File: config.mk
export PLATFORM = sky130hd
export DESIGN_NAME = com_pulse_monitor_flat
export DESIGN_NICKNAME = d
export VERILOG_FILES = /design/src/rtl/com_pulse_monitor_if.sv /design/src/rtl/com_pulse_monitor.sv /design/src/flat_wrapper.sv
export SDC_FILE = /design/constraint.sdc
export NUM_CORES = 1
export LEC_CHECK = 0
export ABC_AREA = 1
export CAP_MARGIN = 0
export CORE_MARGIN = 2
export CORE_UTILIZATION = 35
export CTS_CLUSTER_DIAMETER = 120
export DETAILED_ROUTE_END_ITERATION = 8
export PLACE_DENSITY_LB_ADDON = 0.2
export SLEW_MARGIN = 20
export SYNTH_ARGS = -nofsm -noshare
export SYNTH_HDL_FRONTEND = slang
export SYNTH_SLANG_ARGS = --single-unit
File: constraint.sdc
create_clock -name I_clk -period 10.1 [get_ports I_clk]
set_clock_uncertainty 0.2 [all_clocks]
set_input_delay 3.03 -clock I_clk [delete_from_list [all_inputs] [get_ports I_clk]]
set_output_delay 3.03 -clock I_clk [all_outputs]
set_load 0.05 [all_outputs]
File: src/rtl/com_pulse_monitor_if.sv
// Strobe input and status outputs of the pulse monitor.
interface com_pulse_monitor_if;
   logic        I_pulse;
   logic        O_lock;
   logic [31:0] O_period;
   logic        O_periodVld;
   logic        O_err;
   logic        O_timeout;
   logic [15:0] O_errCnt;

   // Tick source / status consumer side
   modport master (
      output I_pulse,
      input  O_lock, O_period, O_periodVld, O_err, O_timeout, O_errCnt
   );

   // Monitor side
   modport slave (
      input  I_pulse,
      output O_lock, O_period, O_periodVld, O_err, O_timeout, O_errCnt
   );
endinterface

File: src/rtl/com_pulse_monitor.sv
// Periodic strobe checker: measures strobe intervals, tracks lock, flags
// bad intervals and missing strobes.
module com_pulse_monitor #(
   parameter logic [31:0] C_COUNT_NUM = 32'd100,
   parameter logic [31:0] C_TOL       = 32'd0,
   parameter logic [7:0]  C_LOCK_CNT  = 8'd4,
   parameter logic [7:0]  C_LOSS_CNT  = 8'd2,
   parameter logic [31:0] C_TIMEOUT   = 32'd200
) (
   input  logic               I_clk,
   input  logic               I_rst,
   com_pulse_monitor_if.slave mon
);
   localparam int unsigned CNT_W = 32;
   localparam int unsigned RUN_W = 8;
   localparam int unsigned ERR_W = 16;

   typedef enum logic [1:0] {
      ST_IDLE = 2'd0,
      ST_ACQ  = 2'd1,
      ST_LOCK = 2'd2
   } state_t;

   state_t             state;
   logic [CNT_W-1:0]   cnt;
   logic [RUN_W-1:0]   good_cnt;
   logic [RUN_W-1:0]   bad_cnt;
   logic               lock_q;
   logic [CNT_W-1:0]   period_q;
   logic               period_vld_q;
   logic               err_q;
   logic               timeout_q;
   logic [ERR_W-1:0]   err_cnt_q;

   logic [CNT_W-1:0]   period_c;
   logic signed [CNT_W:0] diff_c;
   logic [CNT_W:0]     abs_c;
   logic               good_c;
   logic               timeout_hit_c;
   logic [ERR_W-1:0]   err_cnt_inc_c;
   logic [RUN_W-1:0]   good_nxt_c;
   logic [RUN_W-1:0]   bad_nxt_c;

   // Interval measurement and tolerance check in 33-bit signed arithmetic
   assign period_c      = cnt + CNT_W'(1);
   assign diff_c        = $signed({1'b0, period_c}) - $signed({1'b0, C_COUNT_NUM});
   assign abs_c         = diff_c[CNT_W] ? (CNT_W+1)'(-diff_c) : (CNT_W+1)'(diff_c);
   assign good_c        = (abs_c <= {1'b0, C_TOL});
   assign timeout_hit_c = (period_c == C_TIMEOUT);
   assign err_cnt_inc_c = (err_cnt_q == '1) ? err_cnt_q : err_cnt_q + ERR_W'(1);
   assign good_nxt_c    = good_cnt + RUN_W'(1);
   assign bad_nxt_c     = bad_cnt + RUN_W'(1);

   // Lock FSM, interval counter and registered status outputs
   always_ff @(posedge I_clk) begin
      if (I_rst) begin
         state        <= ST_IDLE;
         cnt          <= '0;
         good_cnt     <= '0;
         bad_cnt      <= '0;
         lock_q       <= 1'b0;
         period_q     <= '0;
         period_vld_q <= 1'b0;
         err_q        <= 1'b0;
         timeout_q    <= 1'b0;
         err_cnt_q    <= '0;
      end else begin
         period_vld_q <= 1'b0;
         err_q        <= 1'b0;
         timeout_q    <= 1'b0;
         case (state)
            ST_IDLE: begin
               cnt <= '0;
               if (mon.I_pulse) begin
                  state    <= ST_ACQ;
                  good_cnt <= '0;
                  bad_cnt  <= '0;
               end
            end
            ST_ACQ, ST_LOCK: begin
               if (mon.I_pulse) begin
                  cnt          <= '0;
                  period_q     <= period_c;
                  period_vld_q <= 1'b1;
                  if (good_c) begin
                     if (state == ST_ACQ) begin
                        good_cnt <= good_nxt_c;
                        if (good_nxt_c == C_LOCK_CNT) begin
                           state   <= ST_LOCK;
                           bad_cnt <= '0;
                           lock_q  <= 1'b1;
                        end
                     end else begin
                        bad_cnt <= '0;
                     end
                  end else begin
                     err_q     <= 1'b1;
                     err_cnt_q <= err_cnt_inc_c;
                     if (state == ST_ACQ) begin
                        good_cnt <= '0;
                     end else begin
                        bad_cnt <= bad_nxt_c;
                        if (bad_nxt_c == C_LOSS_CNT) begin
                           state    <= ST_ACQ;
                           good_cnt <= '0;
                           lock_q   <= 1'b0;
                        end
                     end
                  end
               end else if (timeout_hit_c) begin
                  // Missing strobe: drop straight back to waiting for a start event
                  state     <= ST_IDLE;
                  cnt       <= '0;
                  lock_q    <= 1'b0;
                  timeout_q <= 1'b1;
                  err_q     <= 1'b1;
                  err_cnt_q <= err_cnt_inc_c;
               end else if (cnt != '1) begin
                  cnt <= cnt + CNT_W'(1);
               end
            end
            default: state <= ST_IDLE;
         endcase
      end
   end

   assign mon.O_lock      = lock_q;
   assign mon.O_period    = period_q;
   assign mon.O_periodVld = period_vld_q;
   assign mon.O_err       = err_q;
   assign mon.O_timeout   = timeout_q;
   assign mon.O_errCnt    = err_cnt_q;

endmodule

File: src/flat_wrapper.sv
// flat-port wrapper written by rule: the top's interface ports become plain ports
module com_pulse_monitor_flat 
#(
   parameter logic [31:0] C_COUNT_NUM = 32'd100,
   parameter logic [31:0] C_TOL       = 32'd0,
   parameter logic [7:0]  C_LOCK_CNT  = 8'd4,
   parameter logic [7:0]  C_LOSS_CNT  = 8'd2,
   parameter logic [31:0] C_TIMEOUT   = 32'd200
)
  (I_clk, I_rst, mon_I_pulse, mon_O_lock, mon_O_period, mon_O_periodVld, mon_O_err, mon_O_timeout, mon_O_errCnt);
  com_pulse_monitor_if mon_i ();
  input  logic I_clk;
  input  logic I_rst;
  input wire logic [$bits(mon_i.I_pulse)-1:0] mon_I_pulse;
  output wire logic [$bits(mon_i.O_lock)-1:0] mon_O_lock;
  output wire logic [$bits(mon_i.O_period)-1:0] mon_O_period;
  output wire logic [$bits(mon_i.O_periodVld)-1:0] mon_O_periodVld;
  output wire logic [$bits(mon_i.O_err)-1:0] mon_O_err;
  output wire logic [$bits(mon_i.O_timeout)-1:0] mon_O_timeout;
  output wire logic [$bits(mon_i.O_errCnt)-1:0] mon_O_errCnt;
  assign mon_i.I_pulse = mon_I_pulse;
  assign mon_O_lock = mon_i.O_lock;
  assign mon_O_period = mon_i.O_period;
  assign mon_O_periodVld = mon_i.O_periodVld;
  assign mon_O_err = mon_i.O_err;
  assign mon_O_timeout = mon_i.O_timeout;
  assign mon_O_errCnt = mon_i.O_errCnt;
  com_pulse_monitor #(.C_COUNT_NUM(C_COUNT_NUM), .C_TOL(C_TOL), .C_LOCK_CNT(C_LOCK_CNT), .C_LOSS_CNT(C_LOSS_CNT), .C_TIMEOUT(C_TIMEOUT)) u_core (.I_clk(I_clk), .I_rst(I_rst), .mon(mon_i));
endmodule
==> summary.txt, run 1 <==
=================================================================================================
Largest net degree at the start of global routing                                              62
Net Sw Power                                                                              1.04 mW
DR iter-0 viols                                                                               558
Most common cell in the netlist                                                           nand2_1
Mapped Avg Cell Area                                                                    6.38 um^2
Worst Path Required                                                                      10110 ps
Portion of total power attributed to the clock network                                      0.168
Final wirelength                                                                         19800 um
CTS HTree Levels                                                                                3
Fraction of the core area covered by cells at the end of the flow                           0.410
Post-synthesis instance area                                                            7030 um^2
Result of the run                                                                    finished clean
Dominant cell type by area after synthesis                                                dfxtp_1
Internal power summed over all cells                                                      1.01 mW
Synth warn                                                                                      0
Leakage power total                                                                       3.37 nW
Hold crit path type                                                                    reg -> reg
Net count, final                                                                             1153
Setup Viol. Count Final                                                                         0
Relative max-transition margin                                                              0.443
Fill cell instance count of the final layout                                                 2125
Initial antenna violation count                                                                 1
Top-level port count                                                                           55
Power per Cell Area                                                                   255 nW/um^2
CTS buffer count                                                                                9
Final-report max-slew violation count                                                           0
Unrepaired setup endpoints after global routing                                             false
Met1 usage                                                                                  0.265
Setup Total Neg Slack                                                                        0 ps
Sequential area share after synthesis                                                       0.291
Die height                                                                                 146 um
Max capacitance violation total                                                                 0
Area delta synth->final                                                                     14.3%
Busiest grt layer                                                                            met2
First drt pass iteration count                                                                  5
Master cell of the clock root buffer                                                    clkbuf_16
Comb pwr share                                                                              0.567
CP endpoint kind                                                                        flip-flop
Starting utilization of the core area                                                       0.359
Clock latency on the worst-skew pair                                                       370 ps
Slew at the pin closest to its max-slew limit                                              834 ps
Portion of total power attributed to sequential cells                                       0.265
Buffer depth of the longest clock path                                                          2
Critical path start-end classification                                                  in -> reg
Number of buffers inserted for hold repair after clock tree synthesis                           0
Area enclosed by the die boundary                                                      21200 um^2
Cells resized by post-CTS repair                                                                0
Vias per std cell                                                                            4.91
Standard-cell row count                                                                        51
Startpoint type of the worst setup path                                                 input pin
Total core area                                                                        19600 um^2
Total GRT Usage                                                                             0.190
Critical-path maximum fanout                                                                   34
Width of the chip                                                                          146 um
Net switching share of the total power                                                      0.507
CTS tree                                                                                    built
Share of synthesized registers carrying an async set or reset                                   0
Cell types occupying the most area after synthesis                                   dfxtp_1, nand2_1, nor2_1
Total Power Consumption                                                                   2.05 mW
Most common flop cell mapped by yosys                                                     dfxtp_1
Flops & latches, synth                                                                        102
Met3 track demand over resource                                                            0.0389
Number of diodes added for antenna fixing                                                       0
Routability congestion estimate                                                             0.872
Most common library cells after synthesis                                            nand2_1, nor2_1, inv_1, dfxtp_1, nand3_1
Max Freq                                                                                  165 MHz
Clock slew at the register clock pins of the worst setup and hold paths                     80 ps
Vias                                                                                         6897
Routed wirelength normalized by instance count                                            14.1 um
Number of distinct library cell variants in the gate-level netlist after synthesis             41
Number of remaining DRC errors                                                                  0
Number of buffers added on ports                                                               54
Worst vdd ir                                                                             0.130 mV
Fraction of layout instances using a drive strength above 1                                0.0825
Wire length of the first global-routing pass                                             32900 um
Portion of synthesized cell area occupied by the leading cell type                          0.291
EDFF count, synth                                                                               0
Minimum period implied by the final worst setup slack                                     6050 ps
Met2 Track Usage GR                                                                         0.302
Synthesized netlist net count                                                                1119
Count of nets left with antenna violations after detail routing                                 0
Half-perimeter wire length after placement                                               14600 um
Final count of hold timing violations                                                           0
Remaining global-route overflow                                                                 0
Via count of the first global-routing pass                                                   6462
Post-CTS Setup Inserts                                                                          0
Part of the cycle the worst path needs                                                      0.599
TritonCTS sink count                                                                          102
Data arrival time at the worst-slack endpoint                                             6060 ps
Post-synthesis instance total                                                                1101
=================================================================================================
==> metal layers <==
layer	routed length, um	vias to the layer above
met1	9920	3118
met2	8630	149
li1	-	3612
met4	312	0
met5	0	-
met3	896	18
==> power groups by stage <==
stage | Sequential [mW] | Clock [mW] | Combinational [mW]
floorplan | 0.733 | 0 | 0.716
global placement | 0.556 | 0 | 1.15
detailed placement | 0.554 | 0 | 1.15
CTS | 0.545 | 0.357 | 1.16
global route | 0.557 | 0.374 | 1.30
finish | 0.544 | 0.345 | 1.16
==> sequential cells by signal (all words and copies together) (netlist names) <==
| name | flops |
|---|---|
| u_core.mon.O_err | 1 |
| u_core.cnt | 32 |
| u_core.mon.O_lock | 1 |
| u_core.mon.O_period | 32 |
| u_core.mon.O_timeout | 1 |
| u_core.state | 2 |
| u_core.good_cnt | 8 |
| u_core.mon.O_errCnt | 16 |
| u_core.mon.O_periodVld | 1 |
| u_core.bad_cnt | 8 |
==> path summary, 6_finish.rpt <==
| check | cells after the start | startpoint | end | slack (ps) |
|---|---|---|---|---|
| setup / recovery | 10 | mon_I_pulse | u_core.cnt[29] | 4050 |
| hold / removal | 2 | u_core.mon.O_lock | u_core.mon.O_lock | 250 |
| setup reg to reg | 18 | u_core.cnt[0] | u_core.cnt[29] | 5110 |
| hold reg to reg | 2 | u_core.mon.O_lock | u_core.mon.O_lock | 250 |
==> cell type report <==
cell class	count	area [um^2]	area share
timing repair buffer	58	566	0.0704
clock inverter	7	57.6	0.00717
sequential	102	2040	0.254
multi-input combinational	842	4350	0.541
inverter	122	463	0.0576
tap	265	332	0.0413
clock buffer	9	225	0.0280
==> stage by stage <==
step | cells | area, um^2 | worst slack, ps | hold WS, ps
2_1_floorplan | 1101 | 7030 | 5430 | 244
3_3_place_gp | 1389 | 7750 | 3830 | 240
3_5_place_dp | 1389 | 7750 | 3780 | 246
4_1_cts | 1405 | 8030 | 4140 | 258
5_1_grt | 1405 | 8030 | 3900 | 286
6_report | 1405 | 8030 | 4050 | 251
==> layout by cell type (no fill, tap or decap), types with 18 or more instances in the layout <==
cell	netlist	layout
nand3_1	71	71
clkdlybuf4s50_1	0	53
inv_1	107	107
nand4_1	27	27
xor2_1	36	36
nand2_1	293	293
nor2_1	158	158
xnor2_1	18	18
o21ai_0	27	27
dfxtp_1	102	102
nand2_2	20	20
a21oi_1	52	52
==> kinds of logic after synthesis <==
logic type	after synthesis	synth area share
AND/OR/NAND/NOR	632	0.407
buffers and inverters	157	0.0908
AO/OA/AOI/OAI	141	0.118
flip-flops	102	0.291
XOR/XNOR	54	0.0673
adder cells (fa/ha/maj)	15	0.0267
==> critical path, stage by stage <==
cell             delay, ps
clkdlybuf4s50_1        600
nor2_1                 220
nand2_1                 80
clkinv_1                50
buf_4                  330
nand4_1                150
nand2_1                590
clkinv_1               680
nand3_1                220
a21oi_1                 80
Power figures use the tool's default switching activity.
==> run 2, diff against run 1 <==
- clock period: 10.1 -> 6.3 ns (I/O delays scaled with it)
==> summary.txt, run 2 (synthesis gave the netlist of run 1 again) <==
======================================================================================
Sequential cell area                                                         2040 um^2   unchanged
Number of diodes added for antenna fixing                                            0   unchanged
Critical path start-end classification                                      reg -> reg
Cells resized by post-CTS repair                                                     0   unchanged
Net Sw Power                                                                   1.65 mW   +59%
Setup Viol. Count Final                                                              0   unchanged
Final-report max-slew violation count                                                0   unchanged
Die height                                                                      146 um   unchanged
Hold crit path type                                                         reg -> reg
Relative max-transition margin                                                   0.411   -0.0321
Slew at the pin closest to its max-slew limit                                   882 ps   +48.1 ps
Startpoint type of the worst setup path                                      flip-flop
Routed wirelength normalized by instance count                                 14.3 um   +1.6%
Remaining global-route overflow                                                      0   unchanged
CTS HTree Levels                                                                     3   unchanged
Via count of the first global-routing pass                                        6454   -0.12%
Final wirelength                                                              20100 um   +1.6%
CTS tree                                                                         built
Total GRT Usage                                                                  0.191   +0.000445
Clock slew at the register clock pins of the worst setup and hold paths          70 ps   about the same
Critical Path Slowest Stage Cell                                               xnor2_1
Max capacitance violation total                                                      0   unchanged
Number of buffers inserted for hold repair after clock tree synthesis                0   unchanged
Post-Place Cell Area                                                         7750 um^2   unchanged
Vias per std cell                                                                 4.94   +0.72%
Result of the run                                                         finished clean
Vias                                                                              6947   +0.72%
Buffer depth of the longest clock path                                               2   unchanged
Top-level port count                                                                55   unchanged
Number of remaining DRC errors                                                       0   unchanged
First drt pass iteration count                                                       5   unchanged
Portion of total power attributed to the clock network                           0.164   -0.004
Worst Path Required                                                            6390 ps   -3720 ps
Critical Path Most Common Cell                                                 nand2_1
Comb pwr share                                                                   0.569   +0.002
Register-to-register setup slack                                               1670 ps   -3440 ps
Width of the chip                                                               146 um   unchanged
Largest net degree at the start of global routing                                   55   -11%
Max Freq                                                                       216 MHz
TritonCTS sink count                                                               102   unchanged
Number of buffer and inverter stages on the critical path                            2   -2
Number of buffers added on ports                                                    54   unchanged
Starting utilization of the core area                                            0.359   unchanged
Standard-cell row count                                                             51   unchanged
Part of the cycle the worst path needs                                           0.735
Area delta synth->final                                                          14.2%   about the same
Wire length of the first global-routing pass                                  33200 um   +0.90%
Fraction of layout instances using a drive strength above 1                     0.0807   -0.00175
Portion of total power attributed to sequential cells                            0.266   about the same
Area taken by multi-input logic gates                                        4350 um^2   unchanged
Net switching share of the total power                                           0.503   -0.00366
Clock latency on the worst-skew pair                                            360 ps   about the same
Cell type group with the largest total delay on the critical path         simple AND/OR/NAND/NOR gates
Routability congestion estimate                                                  0.882   +1.1%
Net count, final                                                                  1153   unchanged
CP endpoint kind                                                             flip-flop
Master cell of the clock root buffer                                         clkbuf_16
Total core area                                                             19600 um^2   unchanged
Setup Total Neg Slack                                                             0 ps   unchanged
Worst vdd ir                                                                  0.196 mV   +50%
Initial antenna violation count                                                      0   -1
Finished Cell Area                                                           8030 um^2   about the same
DR iter-0 viols                                                                    450   -19%
Data arrival time at the worst-slack endpoint                                  4720 ps   -1340 ps
Half-perimeter wire length after placement                                    14900 um   +1.9%
Minimum period implied by the final worst setup slack                          4630 ps
Final count of hold timing violations                                                0   unchanged
Most frequent cells in the layout                                         nand2_1, nor2_1, inv_1
CTS buffer count                                                                     9   unchanged
Most common library cell in the layout ignoring fill and taps                  nand2_1
Area enclosed by the die boundary                                           21200 um^2   unchanged
Critical-path maximum fanout                                                        32   -5.9%
Leakage power total                                                            3.36 nW   -0.16%
Largest stage delay on the critical path                                        430 ps   -250 ps
List of cells traversed by the critical path                              ha_1 > xnor2_1 > ha_1 > nand2_1 > nand3_1 > nor2_1 > nor2_2 > nand3_2 > nor2_4 > nand3_4 > inv_2 > nand2_1 > nand2_1 > nand4_1 > nor2_1 > nand3_2 > nand2_4 > inv_2 > nand2_1 > nand2_1 > a21oi_1
Unrepaired setup endpoints after global routing                                  false
Count of nets left with antenna violations after detail routing                      0   unchanged
Internal power summed over all cells                                           1.63 mW   +61%
Post-CTS Setup Inserts                                                               0   unchanged
Fill cell instance count of the final layout                                      2144   +0.89%
Power per Cell Area                                                        409 nW/um^2   +60%
======================================================================================
## run 2: changes by cell type in the layout (fill, tap and decap cells not counted), sizes merged
cell | before | now
clkbuf | 9 | 12
inv | 120 | 117
## run 2: power by group through the flow
| stage | Clock, mW | Combinational, mW | Sequential [mW] |
|---|---|---|---|
| 2_1_floorplan | 0 | 1.15 | 1.18 |
| 3_3_place_gp | 0 | 1.85 | 0.889 |
| 3_5_place_dp | 0 | 1.86 | 0.888 |
| 4_1_cts | 0.562 | 1.87 | 0.874 |
| 5_1_grt | 0.578 | 2.07 | 0.893 |
| 6_report | 0.540 | 1.87 | 0.873 |
## run 2: worst min-delay path: stages (launching register included)
cell	delay (ps)
dfxtp_1	320
inv_1	50
a21oi_1	50
## run 2: path summary, 6_finish.rpt
| check | start | endpoint | depth (start not counted) |
|---|---|---|---|
| min | u_core.mon.O_lock | u_core.mon.O_lock | 2 |
| min reg2reg | u_core.mon.O_lock | u_core.mon.O_lock | 2 |
| max | u_core.cnt[0] | u_core.mon.O_errCnt[5] | 21 |
| max reg2reg | u_core.cnt[0] | u_core.mon.O_errCnt[5] | 21 |
## run 2: area by class of cell
cell class | instances | share of cell area
clock buffer | 12 | 0.0307
clock inverter | 4 | 0.00405
inverter | 122 | 0.0577
multi-input combinational | 842 | 0.542
sequential | 102 | 0.254
tap | 265 | 0.0413
timing repair buffer | 58 | 0.0704
## run 2: per-layer routing
metal / global-route usage / vias up / routed length, um
li1: - / 3606 / -
met1: 0.268 / 3207 / 10200
met2: 0.304 / 117 / 8900
met3: 0.0276 / 17 / 655
met4: 0.0549 / 0 / 325
met5: 0 / - / 0
## run 2: metrics by stage
step	std cells	hold slack, ps	setup WS (ps)	utilization	total power, mW
2_1_floorplan	1101	244	2640	-	2.32
3_3_place_gp	1389	245	1660	0.396	2.74
3_5_place_dp	1389	246	1660	0.396	2.75
4_1_cts	1405	257	1720	0.410	3.30
5_1_grt	1405	298	1160	0.410	3.54
6_report	1405	248	1670	0.410	3.28
